`src/rtl/trap_seq_if.sv`:
```
`default_nettype none
// ============================================================================
//  Module      : trap_seq_if
//  Description : Bundle of IDU/LSU request, CSR port and IFU redirect signals
//                shared by the trap sequencer and its surroundings.
//  Revision    : 1.0  initial release
// ============================================================================
interface trap_seq_if;
    logic        i_ecall;
    logic        i_mret;
    logic [31:0] i_pc;
    logic [31:0] i_cause;
    logic        i_lsu_busy;
    logic        o_csr_wen;
    logic [11:0] o_csr_wid;
    logic [31:0] o_csr_wdata;
    logic        o_csr_ren;
    logic [11:0] o_csr_rid;
    logic [31:0] i_csr_rdata;
    logic        o_redirect_valid;
    logic [31:0] o_redirect_pc;
    logic        o_stall;
    logic        o_busy;
    logic        o_drain_err;

    // Sequencer side
    modport master (
        input  i_ecall, i_mret, i_pc, i_cause, i_lsu_busy, i_csr_rdata,
        output o_csr_wen, o_csr_wid, o_csr_wdata, o_csr_ren, o_csr_rid,
        output o_redirect_valid, o_redirect_pc, o_stall, o_busy, o_drain_err
    );

    // IDU / LSU / CSR controller / IFU side
    modport slave (
        output i_ecall, i_mret, i_pc, i_cause, i_lsu_busy, i_csr_rdata,
        input  o_csr_wen, o_csr_wid, o_csr_wdata, o_csr_ren, o_csr_rid,
        input  o_redirect_valid, o_redirect_pc, o_stall, o_busy, o_drain_err
    );
endinterface
`default_nettype wire

```
`src/rtl/trap_seq.sv`:
```
`default_nettype none
// ============================================================================
//  Module      : trap_seq
//  Description : Multi-cycle ecall/mret sequencer. Stalls the front end,
//                drains outstanding LSU traffic, updates mepc/mcause/mstatus
//                one CSR write per cycle and issues a one-cycle PC redirect.
//  Revision    : 1.0  initial release
// ============================================================================
module trap_seq #(
    parameter int DRAIN_TIMEOUT = 255
) (
    input  wire logic   clk,
    input  wire logic   rst,
    trap_seq_if.master  bus
);

    typedef enum logic [2:0] {
        S_IDLE    = 3'd0,
        S_DRAIN   = 3'd1,
        S_W_EPC   = 3'd2,
        S_W_CAUSE = 3'd3,
        S_W_STAT  = 3'd4,
        S_REDIR   = 3'd5
    } state_t;

    localparam logic [11:0] c_CSR_MSTATUS = 12'h300;
    localparam logic [11:0] c_CSR_MTVEC   = 12'h305;
    localparam logic [11:0] c_CSR_MEPC    = 12'h341;
    localparam logic [11:0] c_CSR_MCAUSE  = 12'h342;
    localparam logic [31:0] c_ALIGN_MASK  = 32'hFFFF_FFFC;
    localparam logic [8:0]  c_DRAIN_LIMIT = 9'(DRAIN_TIMEOUT);

    state_t      r_state;
    state_t      w_state_nxt;
    logic        r_kind_ecall;
    logic [31:0] r_pc;
    logic [31:0] r_cause;
    logic [7:0]  r_drain_cnt;
    logic [8:0]  w_drain_cnt_inc;
    logic        w_drain_timeout;
    logic        w_req;

    assign w_req           = bus.i_ecall | bus.i_mret;
    // Count including the current busy cycle, so the limit is hit on the
    // DRAIN_TIMEOUT-th cycle spent waiting.
    assign w_drain_cnt_inc = {1'b0, r_drain_cnt} + 9'd1;
    assign w_drain_timeout = bus.i_lsu_busy && (w_drain_cnt_inc >= c_DRAIN_LIMIT);

    // State register, request latches and drain counter
    always_ff @(posedge clk) begin
        if (rst) begin
            r_state      <= S_IDLE;
            r_kind_ecall <= 1'b0;
            r_pc         <= 32'h0;
            r_cause      <= 32'h0;
            r_drain_cnt  <= 8'h0;
        end else begin
            r_state <= w_state_nxt;
            if (r_state == S_IDLE && w_req) begin
                r_kind_ecall <= bus.i_ecall;
                if (bus.i_ecall) begin
                    r_pc    <= bus.i_pc;
                    r_cause <= bus.i_cause;
                end
            end
            if (r_state != S_DRAIN) begin
                r_drain_cnt <= 8'h0;
            end else if (bus.i_lsu_busy) begin
                r_drain_cnt <= r_drain_cnt + 8'd1;
            end
        end
    end

    // Next-state decode and per-state CSR / redirect outputs
    always_comb begin
        w_state_nxt          = r_state;
        bus.o_csr_wen        = 1'b0;
        bus.o_csr_wid        = 12'h0;
        bus.o_csr_wdata      = 32'h0;
        bus.o_csr_ren        = 1'b0;
        bus.o_csr_rid        = 12'h0;
        bus.o_redirect_valid = 1'b0;
        bus.o_redirect_pc    = 32'h0;
        bus.o_drain_err      = 1'b0;
        bus.o_stall          = 1'b1;
        bus.o_busy           = 1'b1;
        case (r_state)
            S_IDLE: begin
                // Stall already in the accept cycle so IDU holds the trap
                bus.o_busy  = 1'b0;
                bus.o_stall = w_req;
                if (w_req) begin
                    w_state_nxt = S_DRAIN;
                end
            end
            S_DRAIN: begin
                if (!bus.i_lsu_busy || w_drain_timeout) begin
                    bus.o_drain_err = w_drain_timeout;
                    w_state_nxt     = r_kind_ecall ? S_W_EPC : S_W_STAT;
                end
            end
            S_W_EPC: begin
                bus.o_csr_wen   = 1'b1;
                bus.o_csr_wid   = c_CSR_MEPC;
                bus.o_csr_wdata = r_pc & c_ALIGN_MASK;
                w_state_nxt     = S_W_CAUSE;
            end
            S_W_CAUSE: begin
                bus.o_csr_wen   = 1'b1;
                bus.o_csr_wid   = c_CSR_MCAUSE;
                bus.o_csr_wdata = r_cause;
                w_state_nxt     = S_W_STAT;
            end
            S_W_STAT: begin
                // Read-modify-write of mstatus in a single cycle
                bus.o_csr_ren   = 1'b1;
                bus.o_csr_rid   = c_CSR_MSTATUS;
                bus.o_csr_wen   = 1'b1;
                bus.o_csr_wid   = c_CSR_MSTATUS;
                bus.o_csr_wdata = bus.i_csr_rdata;
                bus.o_csr_wdata[12:11] = 2'b11;
                if (r_kind_ecall) begin
                    bus.o_csr_wdata[7] = bus.i_csr_rdata[3];
                    bus.o_csr_wdata[3] = 1'b0;
                end else begin
                    bus.o_csr_wdata[3] = bus.i_csr_rdata[7];
                    bus.o_csr_wdata[7] = 1'b1;
                end
                w_state_nxt = S_REDIR;
            end
            S_REDIR: begin
                // Target comes straight from mtvec (ecall) or mepc (mret)
                bus.o_csr_ren        = 1'b1;
                bus.o_csr_rid        = r_kind_ecall ? c_CSR_MTVEC : c_CSR_MEPC;
                bus.o_redirect_valid = 1'b1;
                bus.o_redirect_pc    = bus.i_csr_rdata & c_ALIGN_MASK;
                w_state_nxt          = S_IDLE;
            end
            default: begin
                w_state_nxt = S_IDLE;
            end
        endcase
    end

endmodule
`default_nettype wire

```
`src/flat_wrapper.sv`:
```
// flat-port wrapper written by rule: the top's interface ports become plain ports
module trap_seq_flat 
#(
    parameter int DRAIN_TIMEOUT = 255
)
  (clk, rst, bus_i_ecall, bus_i_mret, bus_i_pc, bus_i_cause, bus_i_lsu_busy, bus_i_csr_rdata, bus_o_csr_wen, bus_o_csr_wid, bus_o_csr_wdata, bus_o_csr_ren, bus_o_csr_rid, bus_o_redirect_valid, bus_o_redirect_pc, bus_o_stall, bus_o_busy, bus_o_drain_err);
  trap_seq_if bus_i ();
  input  wire logic clk;
  input  wire logic rst;
  input wire logic [$bits(bus_i.i_ecall)-1:0] bus_i_ecall;
  input wire logic [$bits(bus_i.i_mret)-1:0] bus_i_mret;
  input wire logic [$bits(bus_i.i_pc)-1:0] bus_i_pc;
  input wire logic [$bits(bus_i.i_cause)-1:0] bus_i_cause;
  input wire logic [$bits(bus_i.i_lsu_busy)-1:0] bus_i_lsu_busy;
  input wire logic [$bits(bus_i.i_csr_rdata)-1:0] bus_i_csr_rdata;
  output wire logic [$bits(bus_i.o_csr_wen)-1:0] bus_o_csr_wen;
  output wire logic [$bits(bus_i.o_csr_wid)-1:0] bus_o_csr_wid;
  output wire logic [$bits(bus_i.o_csr_wdata)-1:0] bus_o_csr_wdata;
  output wire logic [$bits(bus_i.o_csr_ren)-1:0] bus_o_csr_ren;
  output wire logic [$bits(bus_i.o_csr_rid)-1:0] bus_o_csr_rid;
  output wire logic [$bits(bus_i.o_redirect_valid)-1:0] bus_o_redirect_valid;
  output wire logic [$bits(bus_i.o_redirect_pc)-1:0] bus_o_redirect_pc;
  output wire logic [$bits(bus_i.o_stall)-1:0] bus_o_stall;
  output wire logic [$bits(bus_i.o_busy)-1:0] bus_o_busy;
  output wire logic [$bits(bus_i.o_drain_err)-1:0] bus_o_drain_err;
  assign bus_i.i_ecall = bus_i_ecall;
  assign bus_i.i_mret = bus_i_mret;
  assign bus_i.i_pc = bus_i_pc;
  assign bus_i.i_cause = bus_i_cause;
  assign bus_i.i_lsu_busy = bus_i_lsu_busy;
  assign bus_i.i_csr_rdata = bus_i_csr_rdata;
  assign bus_o_csr_wen = bus_i.o_csr_wen;
  assign bus_o_csr_wid = bus_i.o_csr_wid;
  assign bus_o_csr_wdata = bus_i.o_csr_wdata;
  assign bus_o_csr_ren = bus_i.o_csr_ren;
  assign bus_o_csr_rid = bus_i.o_csr_rid;
  assign bus_o_redirect_valid = bus_i.o_redirect_valid;
  assign bus_o_redirect_pc = bus_i.o_redirect_pc;
  assign bus_o_stall = bus_i.o_stall;
  assign bus_o_busy = bus_i.o_busy;
  assign bus_o_drain_err = bus_i.o_drain_err;
  trap_seq #(.DRAIN_TIMEOUT(DRAIN_TIMEOUT)) u_core (.clk(clk), .rst(rst), .bus(bus_i));
endmodule
```
`config.mk`:
```
export PLATFORM = sky130hd
export DESIGN_NAME = trap_seq_flat
export DESIGN_NICKNAME = d
export VERILOG_FILES = /design/src/rtl/trap_seq_if.sv /design/src/rtl/trap_seq.sv /design/src/flat_wrapper.sv
export SDC_FILE = /design/constraint.sdc
export NUM_CORES = 1
export LEC_CHECK = 0
export BUFFER_PORTS_ARGS = -buffer_cell sky130_fd_sc_hd__clkbuf_2
export CAP_MARGIN = 30
export CORE_ASPECT_RATIO = 0.7
export CORE_MARGIN = 4
export CORE_UTILIZATION = 25
export CTS_BUF_LIST = sky130_fd_sc_hd__clkbuf_4 sky130_fd_sc_hd__clkbuf_8
export CTS_CLUSTER_SIZE = 20
export DETAILED_ROUTE_END_ITERATION = 7
export PLACE_DENSITY = 0.63
export SLEW_MARGIN = 20
export SYNTH_ARGS = -nofsm -noshare
export SYNTH_HDL_FRONTEND = slang
export SYNTH_SLANG_ARGS = --single-unit
```
`constraint.sdc`:
```
create_clock -name clk -period 1.75 [get_ports clk]
set_clock_uncertainty 0.2 [all_clocks]
set_input_delay 0.175 -clock clk [delete_from_list [all_inputs] [get_ports clk]]
set_output_delay 0.175 -clock clk [all_outputs]
set_load 0.02 [all_outputs]
```
# After elaboration in Yosys (flattened, before gate mapping)
# Index checks and enable logic that the tools add are counted.
# word_totals
ff_bits,76
in_bits,101
word_cells,45
# op_classes
n_bitwise,1
reduce_logical,10
n_lt_le_gt_ge,1
add_sub_neg,2
eq_ne,8
muxes,18
# ops
cell,n
$pmux W32 S3,1
$mux W32,1
$pmux W10 S3,1
$pmux W12 S2,1
$pmux W3 S5,1
$add A8 B1 Y9 const B,1
$ge A9 B8 Y1 const B,1
$mux W1,9
$mux W3,3
$add A8 B1 Y8 const B,1
$mux W7,1
$eq A3 B2 Y1 const B,2
$eq A3 B3 Y1 const B,2
$ne A2 B1 Y1 const B,2
$reduce_and A2 Y1,2
$reduce_or A2 Y1,2
$eq A3 B1 Y1 const B,1
$logic_not A3 Y1,1
$ne A3 B1 Y1 const B,1
$reduce_or A3 Y1,1
$logic_and A1 B1 Y1,2
$logic_not A1 Y1,1
$logic_or A1 B1 Y1,1
$or A1 B1 Y1,1

# Depth between registers and ports, before layout
# depth
depth_word,6
mapped_depth,7
depth_no_buf,7

# Worst setup path before layout
# Ideal clock, no wire load.
# synth_path
path_kind,register to output
startpoint,register u_core.r_drain_cnt[0]
endpoint,output port bus_o_drain_err
stages_incl_launch_ff,8
setup_slack_ns,-0.410
arrival_time_ns,1.785
path_buffers,0
required_ns,1.375
cell_sequence,dfxtp_1 > inv_1 > ha_1 > nor2_1 > o211ai_1 > o22a_2 > a311oi_2 > nor2b_1
# synth_between
elab_chain_len,6
# synth_lines
item,line_no,source
from (decl),trap_seq.sv:38,logic [7:0] r_drain_cnt;
from (signal assigned),trap_seq.sv:69,r_drain_cnt <= r_drain_cnt + 8'd1;
$add A8 B1 Y9 (*),trap_seq.sv:46,"assign w_drain_cnt_inc = {1'b0, r_drain_cnt} + 9'd1;"
named net u_core.w_drain_cnt_inc[0],trap_seq.sv:39,logic [8:0] w_drain_cnt_inc;
$ge A9 B8 Y1 (*),trap_seq.sv:47,assign w_drain_timeout = bus.i_lsu_busy && (w_drain_cnt_inc >= c_DRAIN_LIMIT);
$logic_and A1 B1 Y1 (*),trap_seq.sv:47,
$logic_or A1 B1 Y1,trap_seq.sv:97,if (!bus.i_lsu_busy || w_drain_timeout) begin
$mux W1 (*),trap_seq.sv:97,
$mux W1 (*),trap_seq.sv:87,case (r_state)
to (decl),flat_wrapper.sv:25,output wire logic [$bits(bus_i.o_drain_err)-1:0] bus_o_drain_err;
# The timed path passes the listed nets; every way through them passes the cells marked *.

# Worst setup path in the final report
# layout_path
startpoint,register u_core.r_drain_cnt[0]
endpoint,output port bus_o_drain_err
# layout_between
elab_chain_len,6
# layout_lines
item,line_no
$add A8 B1 Y9 (*),trap_seq.sv:46
$ge A9 B8 Y1 (*),trap_seq.sv:47
$logic_and A1 B1 Y1 (*),trap_seq.sv:47
$logic_or A1 B1 Y1,trap_seq.sv:97
$mux W1 (*),trap_seq.sv:97
$mux W1 (*),trap_seq.sv:87
# Every way passes the cells marked *; elsewhere a longest branch is shown, timed or not.

==> summary.md <==
| Metric | Value |
|---|---|
| Top Family by Delay on Critical Path | compound AO/OA/AOI/OAI gates |
| Finished Layout Cells | 1040 |
| Worst min path class | in -> reg |
| Clock Latency Late Sink | 350 ps |
| Slew @ Worst Pin | 627 ps |
| Most frequent CP cell | buf_4 |
| Slew margin rel. | 58.2% |
| Num CTS Buffers | 9 |
| Share of layout cells above drive strength 1 | 64.8% |
| Hold Path Depth | 3 |
| Max VDD drop | 431 uV |
| Ys flop type | dfxtp_1 |
| Worst reg2reg startpoint | u_core.r_state[0] |
| Root Buffer | clkbuf_8 |
| Max stage delay on crit path | 360 ps |
| H-tree depth | 3 |
| Final instance area | 8950 sq um |
| Synthesis-to-finish area growth | 130% |
| Setup crit end kind | primary output |
| Setup Crit Path Kind | reg -> out |
| Yosys top cell by area | dfxtp_1 |
| Placed instance count | 893 |
| Crit path DAT | 1930 ps |
| Slew Limit Fails | 0 |
| RSZ-0062 raised after global routing | true |
| Seq/Total Area, Yosys | 38.2% |
| Synthesized area per cell | 7.37 sq um |
| Area of the mapped netlist | 3880 sq um |
| Vias in the first global route | 4658 |
| PortBufs | 176 |
| Critical path cell sequence | buf_4, buf_4, nand2_4, xnor2_1, a31oi_1, a311oi_2, nor2b_4, buf_8 |
| Placed cell areas | 5110 sq um |
| Critical path buffers and inverters | 3 |
| Reg2Reg Setup Slack | -200 ps |
| Yosys warning count | 0 |
| Slowest-stage cell, CP | dfxtp_4 |
| Leakage | 4.00 nW |
| Most frequent cell after synthesis | nand2_1 |
| Synth top area share | 38.2% |
| IO Count | 195 |
| Hold endpoint | u_core.r_state[0] |
| Clock Tree Buf Depth | 2 |
| Synth unique cells | 42 |
| Hold_ws | 41.1 ps |
| Pre-antenna DRT Iters | 4 |
| Pwr dens | 730 nW/um^2 |
| FF-to-FF path depth | 9 |
| Final net count | 942 |
| Avg WL per Cell | 19.5 um |
| Final Cycle Share | 132% |
| Async SR Flop Fraction | 0% |
| FP Rows | 37 |
| Setup ws final | -552 ps |
| Die area | 17600 sq um |
| FMAX | 434 MHz |
| DIE WIDTH | 157 um |
| Post-layout min period | 2300 ps |
| Flops & latches, synth | 74 |
| Clock-pin slew on the worst setup and hold paths | 80 ps |
| Global route total overflow | 0 |
| Syn Inst Count | 527 |
| Core area | 15000 sq um |
| WL final | 20300 um |
| Endpoints failing setup | 143 |
| Initial Util | 26.0% |
| Status | finished, violations left |
| First-pass GRT wire length | 24700 um |
| CTS sink count | 74 |
| Via Count | 5044 |
| Final ANT Viol Nets | 0 |
| Top cells by area, synth | dfxtp_1, nand2_1, a21oi_1 |
| DP HPWL | 9670 um |
| Die Ht | 112 um |
| Pin count of the biggest net entering global routing | 42 |
| Via density | 4.85 |
| HP Start | bus_i_mret |
| CP max FO | 3 |
| Synth top cells by count | nand2_1, dfxtp_1, a21oi_1 |
| Post-synth EDFFs | 0 |
| Capturing point of the worst reg2reg path | u_core.r_pc[4] |
| Critical path launch point type | flip-flop |
| Required @ worst endpoint | 1370 ps |
| Gpl congestion | 0.829 |
| Final hold vios | 0 |
| Failing checks | setup timing |
| Max cap viols | 0 |
| # DRC | 0 |
| DRT iter0 DRCs | 178 |
| TritonCTS clock tree | yes |
| All-Layer GR Usage | 17.8% |
| Initial antenna violation count | 1 |
==> placed cells by master (no fill, tap or decap), types with 36 or more instances in the layout <==
cell type	Yosys	final
nand2_1	162	56
buf_8	0	59
buf_4	21	38
nand2_2	0	36
clkbuf_2	0	98
dlygate4sd3_1	0	65
a21oi_2	0	53
nand2_4	0	68
buf_6	0	44
dfxtp_1	74	68
==> tightest hold or removal path, cell delays in order <==
cell and delay (ps):
clkbuf_2 140, o311ai_0 110, o21ai_0 130
==> where the power goes <==
part           total, mW  switching [mW]  internal [mW]
Sequential          1.94           0.113           1.83
Combinational       3.20            1.60           1.61
Clock               1.38           0.679          0.700
Total               6.53            2.39           4.14
==> worst max-delay path by stage <==
stage	startpoint	endpoint	slack (ps)	cells past startpoint
after floorplan	u_core.r_drain_cnt[0]	bus_o_drain_err	-160	7
after global placement	u_core.r_drain_cnt[0]	bus_o_drain_err	-260	8
after detailed placement	u_core.r_drain_cnt[0]	bus_o_drain_err	-260	8
after CTS	u_core.r_drain_cnt[1]	bus_o_drain_err	-620	6
after global routing	u_core.r_drain_cnt[0]	bus_o_drain_err	-660	8
final	u_core.r_drain_cnt[0]	bus_o_drain_err	-550	8
==> stage by stage <==
step	util [%]	power [mW]	setup WS, ps	TNS (ps)
finish	59.8	6.53	-552	-29770
global route	59.8	6.84	-659	-41760
CTS	48.7	5.49	-616	-21730
detailed placement	34.1	3.33	-264	-2380
global placement	34.1	3.32	-261	-1650
floorplan	-	2.81	-157	-157
==> registers in the layout (all words and copies together), names as in the netlist <==
name / cells
u_core.r_kind_ecall: 1
u_core.r_state: 3
u_core.r_cause: 32
u_core.r_pc: 30
u_core.r_drain_cnt: 8
==> cells by family (layout without fill, tap and decap cells) <==
group	count (synthesis)	count (layout)	share of synthesized area, %
other	1	17	0.0966
muxes	30	30	7.77
AOI/OAI and AO/OA	113	113	16.3
adders and majority gates	2	2	0.644
and+or+nand+nor	236	237	26.7
xor gates and xnor gates	7	7	1.58
DFF	74	74	38.2
buffers and inverters	64	365	8.70
==> per-layer routing <==
metal  track usage (%)  wire (um)  share of wire [%]  vias up
li1                  -          -                  -     2364
met1              21.4       8390                 41     2443
met2              31.3      10100                 50      199
met3              4.86       1300                6.4       38
met4              4.97        524                2.6        0
met5                 0          0                  0        -
==> final cells by class <==
| cell class | instances | area, sq um |
|---|---|---|
| sequential | 74 | 1500 |
| fill | 1170 | 6000 |
| tap | 195 | 244 |
| timing repair buffer | 342 | 3630 |
| inverter | 7 | 31.3 |
| multi-input combinational | 405 | 3340 |
| clock inverter | 6 | 65.1 |
| clock buffer | 10 | 138 |
| antenna | 1 | 2.50 |
==> what timing repair did <==
action                                 in CTS  in global routing
hold buffers                               65                  0
resized for setup                         284                381
endpoints found under the hold margin      66                  0
buffers inserted                           32                 15
cloned                                      8                 19
pin swaps                                  63                122
setup endpoints to repair                  79                146
Note: power is estimated with default switching activity, not from simulation.
